==> src/rtl/ncpu32k_ram_port_arb_pkg.sv <==
// Shared definitions for the RAM port arbiter: controller states and the
// two-way round-robin pick used by the arbiter sub-module.
package ncpu32k_ram_port_arb_pkg;

  typedef enum logic [0:0] {
    ST_CLEAR = 1'b0,
    ST_SERVE = 1'b1
  } state_e;

  localparam int NUM_REQ = 2;

  // lastGnt is the index of the most recently granted requester.
  // A tie goes to the other requester.
  function automatic logic [1:0] rrPick(input logic [1:0] req, input logic lastGnt);
    logic [1:0] gnt;
    gnt = 2'b00;
    case (req)
      2'b01:   gnt = 2'b01;
      2'b10:   gnt = 2'b10;
      2'b11:   gnt = lastGnt ? 2'b01 : 2'b10;
      default: gnt = 2'b00;
    endcase
    return gnt;
  endfunction

endpackage

==> src/rtl/ncpu32k_rr_arb2.sv <==
// Two-input round-robin arbiter with one-hot grant.
// The grant is combinational on req_i; the history advances only when something is granted.
module ncpu32k_rr_arb2
  import ncpu32k_ram_port_arb_pkg::*;
(
  input  logic       clk,
  input  logic       rst_n,
  input  logic [1:0] req_i,
  output logic [1:0] gnt_o
);

  logic lastGnt_q;
  logic lastGnt_d;

  // Reset history to requester 1 so requester 0 wins the first tie.
  always_comb begin
    gnt_o     = rrPick(req_i, lastGnt_q);
    lastGnt_d = lastGnt_q;
    if (|gnt_o) begin
      lastGnt_d = gnt_o[1];
    end
  end

  always_ff @(posedge clk or negedge rst_n) begin
    if (!rst_n) begin
      lastGnt_q <= 1'b1;
    end else begin
      lastGnt_q <= lastGnt_d;
    end
  end

endmodule

==> src/rtl/ncpu32k_ram_port_arb.sv <==
// One RAM port shared by two requesters: zero-fills the array after reset,
// then grants one request per cycle and returns read-first data a cycle later.
module ncpu32k_ram_port_arb
  import ncpu32k_ram_port_arb_pkg::*;
#(
  parameter int AW             = 10,
  parameter int DW             = 32,
  parameter bit CLEAR_ON_RESET = 1'b1
) (
  input  logic            clk,
  input  logic            rst_n,

  input  logic            m0_valid,
  output logic            m0_ready,
  input  logic [AW-1:0]   m0_addr,
  input  logic [DW/8-1:0] m0_we,
  input  logic [DW-1:0]   m0_wdata,
  output logic            m0_rsp_valid,
  output logic [DW-1:0]   m0_rdata,

  input  logic            m1_valid,
  output logic            m1_ready,
  input  logic [AW-1:0]   m1_addr,
  input  logic [DW/8-1:0] m1_we,
  input  logic [DW-1:0]   m1_wdata,
  output logic            m1_rsp_valid,
  output logic [DW-1:0]   m1_rdata,

  output logic            ram_en,
  output logic [AW-1:0]   ram_addr,
  output logic [DW/8-1:0] ram_we,
  output logic [DW-1:0]   ram_din,
  input  logic [DW-1:0]   ram_dout
);

  localparam state_e RST_STATE = CLEAR_ON_RESET ? ST_CLEAR : ST_SERVE;

  state_e        state_q, state_d;
  logic [AW-1:0] clrCnt_q, clrCnt_d;
  logic          rspPending_q, rspPending_d;
  logic          rspId_q, rspId_d;
  logic [1:0]    req;
  logic [1:0]    gnt;

  // Requests are masked off entirely while the array is being cleared.
  always_comb begin
    req = 2'b00;
    if (state_q == ST_SERVE) begin
      req = {m1_valid, m0_valid};
    end
  end

  ncpu32k_rr_arb2 u_arb (
    .clk   (clk),
    .rst_n (rst_n),
    .req_i (req),
    .gnt_o (gnt)
  );

  always_comb begin
    state_d  = state_q;
    clrCnt_d = clrCnt_q;
    ram_en   = 1'b0;
    ram_addr = '0;
    ram_we   = '0;
    ram_din  = '0;
    case (state_q)
      ST_CLEAR: begin
        ram_en   = 1'b1;
        ram_addr = clrCnt_q;
        ram_we   = '1;
        clrCnt_d = clrCnt_q + 1'b1;
        if (clrCnt_q == {AW{1'b1}}) begin
          state_d = ST_SERVE;
        end
      end
      ST_SERVE: begin
        if (gnt[0]) begin
          ram_en   = 1'b1;
          ram_addr = m0_addr;
          ram_we   = m0_we;
          ram_din  = m0_wdata;
        end else if (gnt[1]) begin
          ram_en   = 1'b1;
          ram_addr = m1_addr;
          ram_we   = m1_we;
          ram_din  = m1_wdata;
        end
      end
      default: begin
        state_d = RST_STATE;
      end
    endcase
  end

  // Every grant, read or write, earns exactly one response on the next cycle.
  always_comb begin
    rspPending_d = |gnt;
    rspId_d      = gnt[1];
  end

  always_ff @(posedge clk or negedge rst_n) begin
    if (!rst_n) begin
      state_q      <= RST_STATE;
      clrCnt_q     <= '0;
      rspPending_q <= 1'b0;
      rspId_q      <= 1'b0;
    end else begin
      state_q      <= state_d;
      clrCnt_q     <= clrCnt_d;
      rspPending_q <= rspPending_d;
      rspId_q      <= rspId_d;
    end
  end

  assign m0_ready     = gnt[0];
  assign m1_ready     = gnt[1];
  assign m0_rsp_valid = rspPending_q && !rspId_q;
  assign m1_rsp_valid = rspPending_q && rspId_q;
  assign m0_rdata     = ram_dout;
  assign m1_rdata     = ram_dout;

endmodule

==> config.mk <==
export PLATFORM = sky130hd
export DESIGN_NAME = ncpu32k_ram_port_arb
export DESIGN_NICKNAME = d
export VERILOG_FILES = /design/src/rtl/ncpu32k_ram_port_arb_pkg.sv /design/src/rtl/ncpu32k_rr_arb2.sv /design/src/rtl/ncpu32k_ram_port_arb.sv
export SDC_FILE = /design/constraint.sdc
export NUM_CORES = 1
export LEC_CHECK = 0
export ABC_CLOCK_PERIOD_IN_PS = 2800
export CAP_MARGIN = 20
export CORE_AREA = 2 2 94 96
export DETAILED_ROUTE_END_ITERATION = 6
export DIE_AREA = 0 0 96 98
export PLACE_DENSITY = 0.78
export SETUP_SLACK_MARGIN = 0.02
export SYNTH_ARGS = -nofsm -noshare
export SYNTH_HDL_FRONTEND = slang
export SYNTH_HIERARCHICAL = 1
export SYNTH_SLANG_ARGS = --single-unit
export TNS_END_PERCENT = 100
==> constraint.sdc <==
create_clock -name clk -period 2.8 [get_ports clk]
set_clock_uncertainty 0.1 [all_clocks]
set_input_delay 0.42 -clock clk [delete_from_list [all_inputs] [get_ports clk]]
set_output_delay 0.42 -clock clk [all_outputs]
set_load 0.01 [all_outputs]
==> results of run 1 <==
## worst max-delay path: stages
cell and delay [ns]:
clkdlybuf4s50_1 0.39, and2_1 0.17, buf_4 0.15, a21boi_4 0.20, buf_12 0.15, buf_12 0.10
buf_16 0.15, a22oi_2 0.09, a21oi_2 0.12, clkdlybuf4s15_1 0.25
## flip-flops by register name, summed over array words and instances, names as in the netlist
name             flops
u_arb/lastGnt_q      1
rspId_q              1
rspPending_q         1
clrCnt_q            10
state_q              1
## power by group through the flow
stage	Sequential (mW)	Clock [mW]	Combinational, mW
CTS	0.202	0.176	0.142
global route	0.202	0.187	0.150
detailed placement	0.206	0	0.141
finish	0.203	0.168	0.141
floorplan	0.206	0	0.0942
global placement	0.206	0	0.139
## cell type report
type | instances | share of cell area
inverter | 2 | 0.00241
timing repair buffer | 159 | 0.493
clock buffer | 4 | 0.0145
sequential | 14 | 0.113
tap | 108 | 0.0434
multi-input combinational | 141 | 0.333
## cell usage in the layout, fill, tap and decap left out, types with 2 or more instances in the layout
master,instances
a21boi_4,2
a21oi_1,4
a21oi_2,6
a22oi_1,35
a22oi_2,10
and2_1,3
buf_12,5
buf_4,5
buf_6,2
clkbuf_2,16
clkbuf_8,3
clkdlybuf4s15_1,5
clkdlybuf4s50_1,98
dfrtp_1,12
dlygate4sd2_1,27
inv_1,2
nand2_1,8
nand3_1,3
nand4_1,2
nor2_1,13
nor2b_1,33
nor3_2,2
xnor2_1,6
xor2_1,3
## metrics by stage
stage                     TNS, ns  cells  hold slack [ns]  area (sq um)  utilization
after CTS                       0    427            0.408          3130        0.370
after detailed placement   -12.32    421            0.400          3090        0.365
after global placement      -5.98    421            0.383          3090        0.365
final                           0    428            0.412          3110        0.368
after global routing            0    428            0.427          3110        0.368
after floorplan                 0    238           0.0244          1970            -
## kinds of logic after synthesis
logic type               after synthesis
buffers and inverters                 83
AND/OR/NAND/NOR                       71
AO/OA/AOI/OAI                         59
flip-flops                            14
XOR/XNOR                               9
multiplexers                           1
adder cells (fa/ha/maj)                1
## layer usage
metal,vias up,global-route usage
met2,119,0.244
met3,16,0.0270
met1,884,0.142
met4,0,0.0352
met5,-,0
li1,918,-
## path summary, 6_finish.rpt
| check | end | from | slack, ns | cells past startpoint |
|---|---|---|---|---|
| worst max-delay path | ram_addr[7] | m1_valid | 0.1 | 10 |
| worst min-delay path | clrCnt_q[8] | clrCnt_q[8] | 0.41 | 1 |
| worst max register to register | rspPending_q | state_q | 1.11 | 9 |
| worst min register to register | clrCnt_q[8] | clrCnt_q[8] | 0.41 | 1 |
| max in group asynchronous | state_q | rst_n | 1.67 | 1 |
| min in group asynchronous | clrCnt_q[3] | rst_n | 0.47 | 1 |
## repair_timing
action,4_1_cts,5_1_grt
endpoints found under the hold margin,0,0
pin swaps,1,1
hold buffers,0,0
gates resized for setup,53,40
setup endpoints to repair,47,41
buffers inserted,1,1
gates cloned,1,0
==> impl_metrics.py, run 1 <==
metrics = {
    "yosys": {
        "synth_adder_area_share": 0.00635,
        "synth_nets": 367,
        "syn_area_per_cell_sq_um": 8.28,
        "seq_area_frac_synth": 0.178,
        "postSynth.asyncResetShare": 1.00,
        "yosys.cell_count.top_type": "buf_4",
        "synth_area_leaders": "buf_4 25%, dfrtp_1 17%, a22oi_1 14%",
        "synthMuxAreaShare": 0.00571,
        "synth_top_area_frac": 0.248,
        "syn_area_sq_um": 1970,
        "yosysWarningCount": 6,
        "synth-edff-count": 0,
        "synth_commonest_cells": "65 x buf_4, 36 x a22oi_1, 33 x nor2b_1, 13 x dfrtp_1, 13 x nor2_1",
        "syn-instance-count": 238,
        "synth_compound_area_frac": 0.246,
        "synth_xor_xnor_area_share": 0.0400,
        "yosys.area_share.simple": 0.212,
        "ys_ff_latch": 14,
        "synth_cell_types": 32,
        "synth.largest_area_cell": "buf_4",
        "synth_top_family_by_area": "buffers and inverters",
        "synth_ff_type": "dfrtp_1",
    },
    "grt": {
        "grt_max_degree": 39,
        "track_usage": 0.129,
        "antenna_found_initial": 0,
        "grt_pass1_wl_um": 9740,
        "first_global_vias": 1982,
        "grt_overflow_total": 0,
    },
    "pwr": {
        "p_per_area_nw_per_um2": 165,
        "p_leak_nw": 1.18,
        "p_comb_frac": 0.276,
        "seq_power_share": 0.395,
        "swShare": 0.184,
        "vdd_drop_max_v": 0.000115,
        "power_mw": 0.512,
        "p_switching_mw": 0.0943,
        "intPower_mw": 0.418,
        "clockPowerShare": 0.329,
    },
    "sta": {
        "slew_viol_final": 0,
        "clock.fmax_ghz": 0.370,
        "min_period_ns": 2.70,
        "worst_pin_slew_ns": 0.641,
        "final-setup-viol-count": 0,
        "hold_viol_final": 0,
        "grt_setup_unrepaired": "yes",
        "fin_ws_ns": 0.0950,
        "fin_crit_sh": 0.966,
        "max_slew_margin": 0.571,
    },
    "worst_setup_path": {
        "critPathLaunchType": "input pin",
        "cp-end-kind": "output port",
        "cp_data_arrival_time_ns": 2.18,
        "required_ns": 2.28,
        "crit_type": "in -> out",
        "cp_max_fo": 21,
    },
    "placement": {
        "place_ws_ns": -0.354,
        "dp_hpwl_um": 5040,
        "io_buffers": 146,
        "routabilityCongestion": 0.735,
    },
    "route": {
        "wirelength_met1_um": 2390,
        "dr.max_layer_used": "met4",
        "via_per_inst": 4.53,
        "dr.pass1.iters": 4,
        "drc": 0,
        "wl_met2_um": 3460,
        "ant_nets": 0,
        "wl_per_cell_um": 15.1,
        "wl_met3_um": 476,
        "drt_wl_total_um": 6450,
        "via_count": 1937,
        "drt_iter0_drc": 41,
    },
    "finish": {
        "fin_nets": 450,
        "multi_input_comb_area_sq_um": 1040,
        "sequential_cell_area_sq_um": 353,
        "fillers": 865,
        "syn2layout_area_growth_pct": 58.0,
        "drive_gt1_frac": 0.181,
        "num_antenna_cells": 0,
    },
    "clock_network": {
        "clk_pin_slew_ns": 0.06,
        "cts_made_buffers": 3,
        "tritoncts": "built",
        "htree_levels": 1,
        "clockRootBuffer": "clkbuf_8",
        "cts.sinks": 14,
        "clock_path_buffers": 2,
        "worstSkewPairLatency_ns": 0.24,
    },
    "floorplanning": {
        "initial_utilization": 0.233,
        "io_pins": 243,
        "coreArea_sq_um": 8470,
        "row_count": 34,
        "die_w_um": 96,
        "die_h_um": 98,
        "die-area_sq_um": 9410,
    },
    "worst_hold_path": {
        "hold_path_class": "reg -> reg",
    },
    "run_status": {
        "status": "finished clean",
    },
    "flow_run": {
        "drv_cap": 0,
    },
}
No activity file was read; power rests on OpenSTA's default activity.
==> run 2, diff against run 1 <==
- CTS_CLUSTER_DIAMETER: not set -> 60
==> results of run 2 <==
The final DEF is identical to that of run 1; final timing and power are the same.
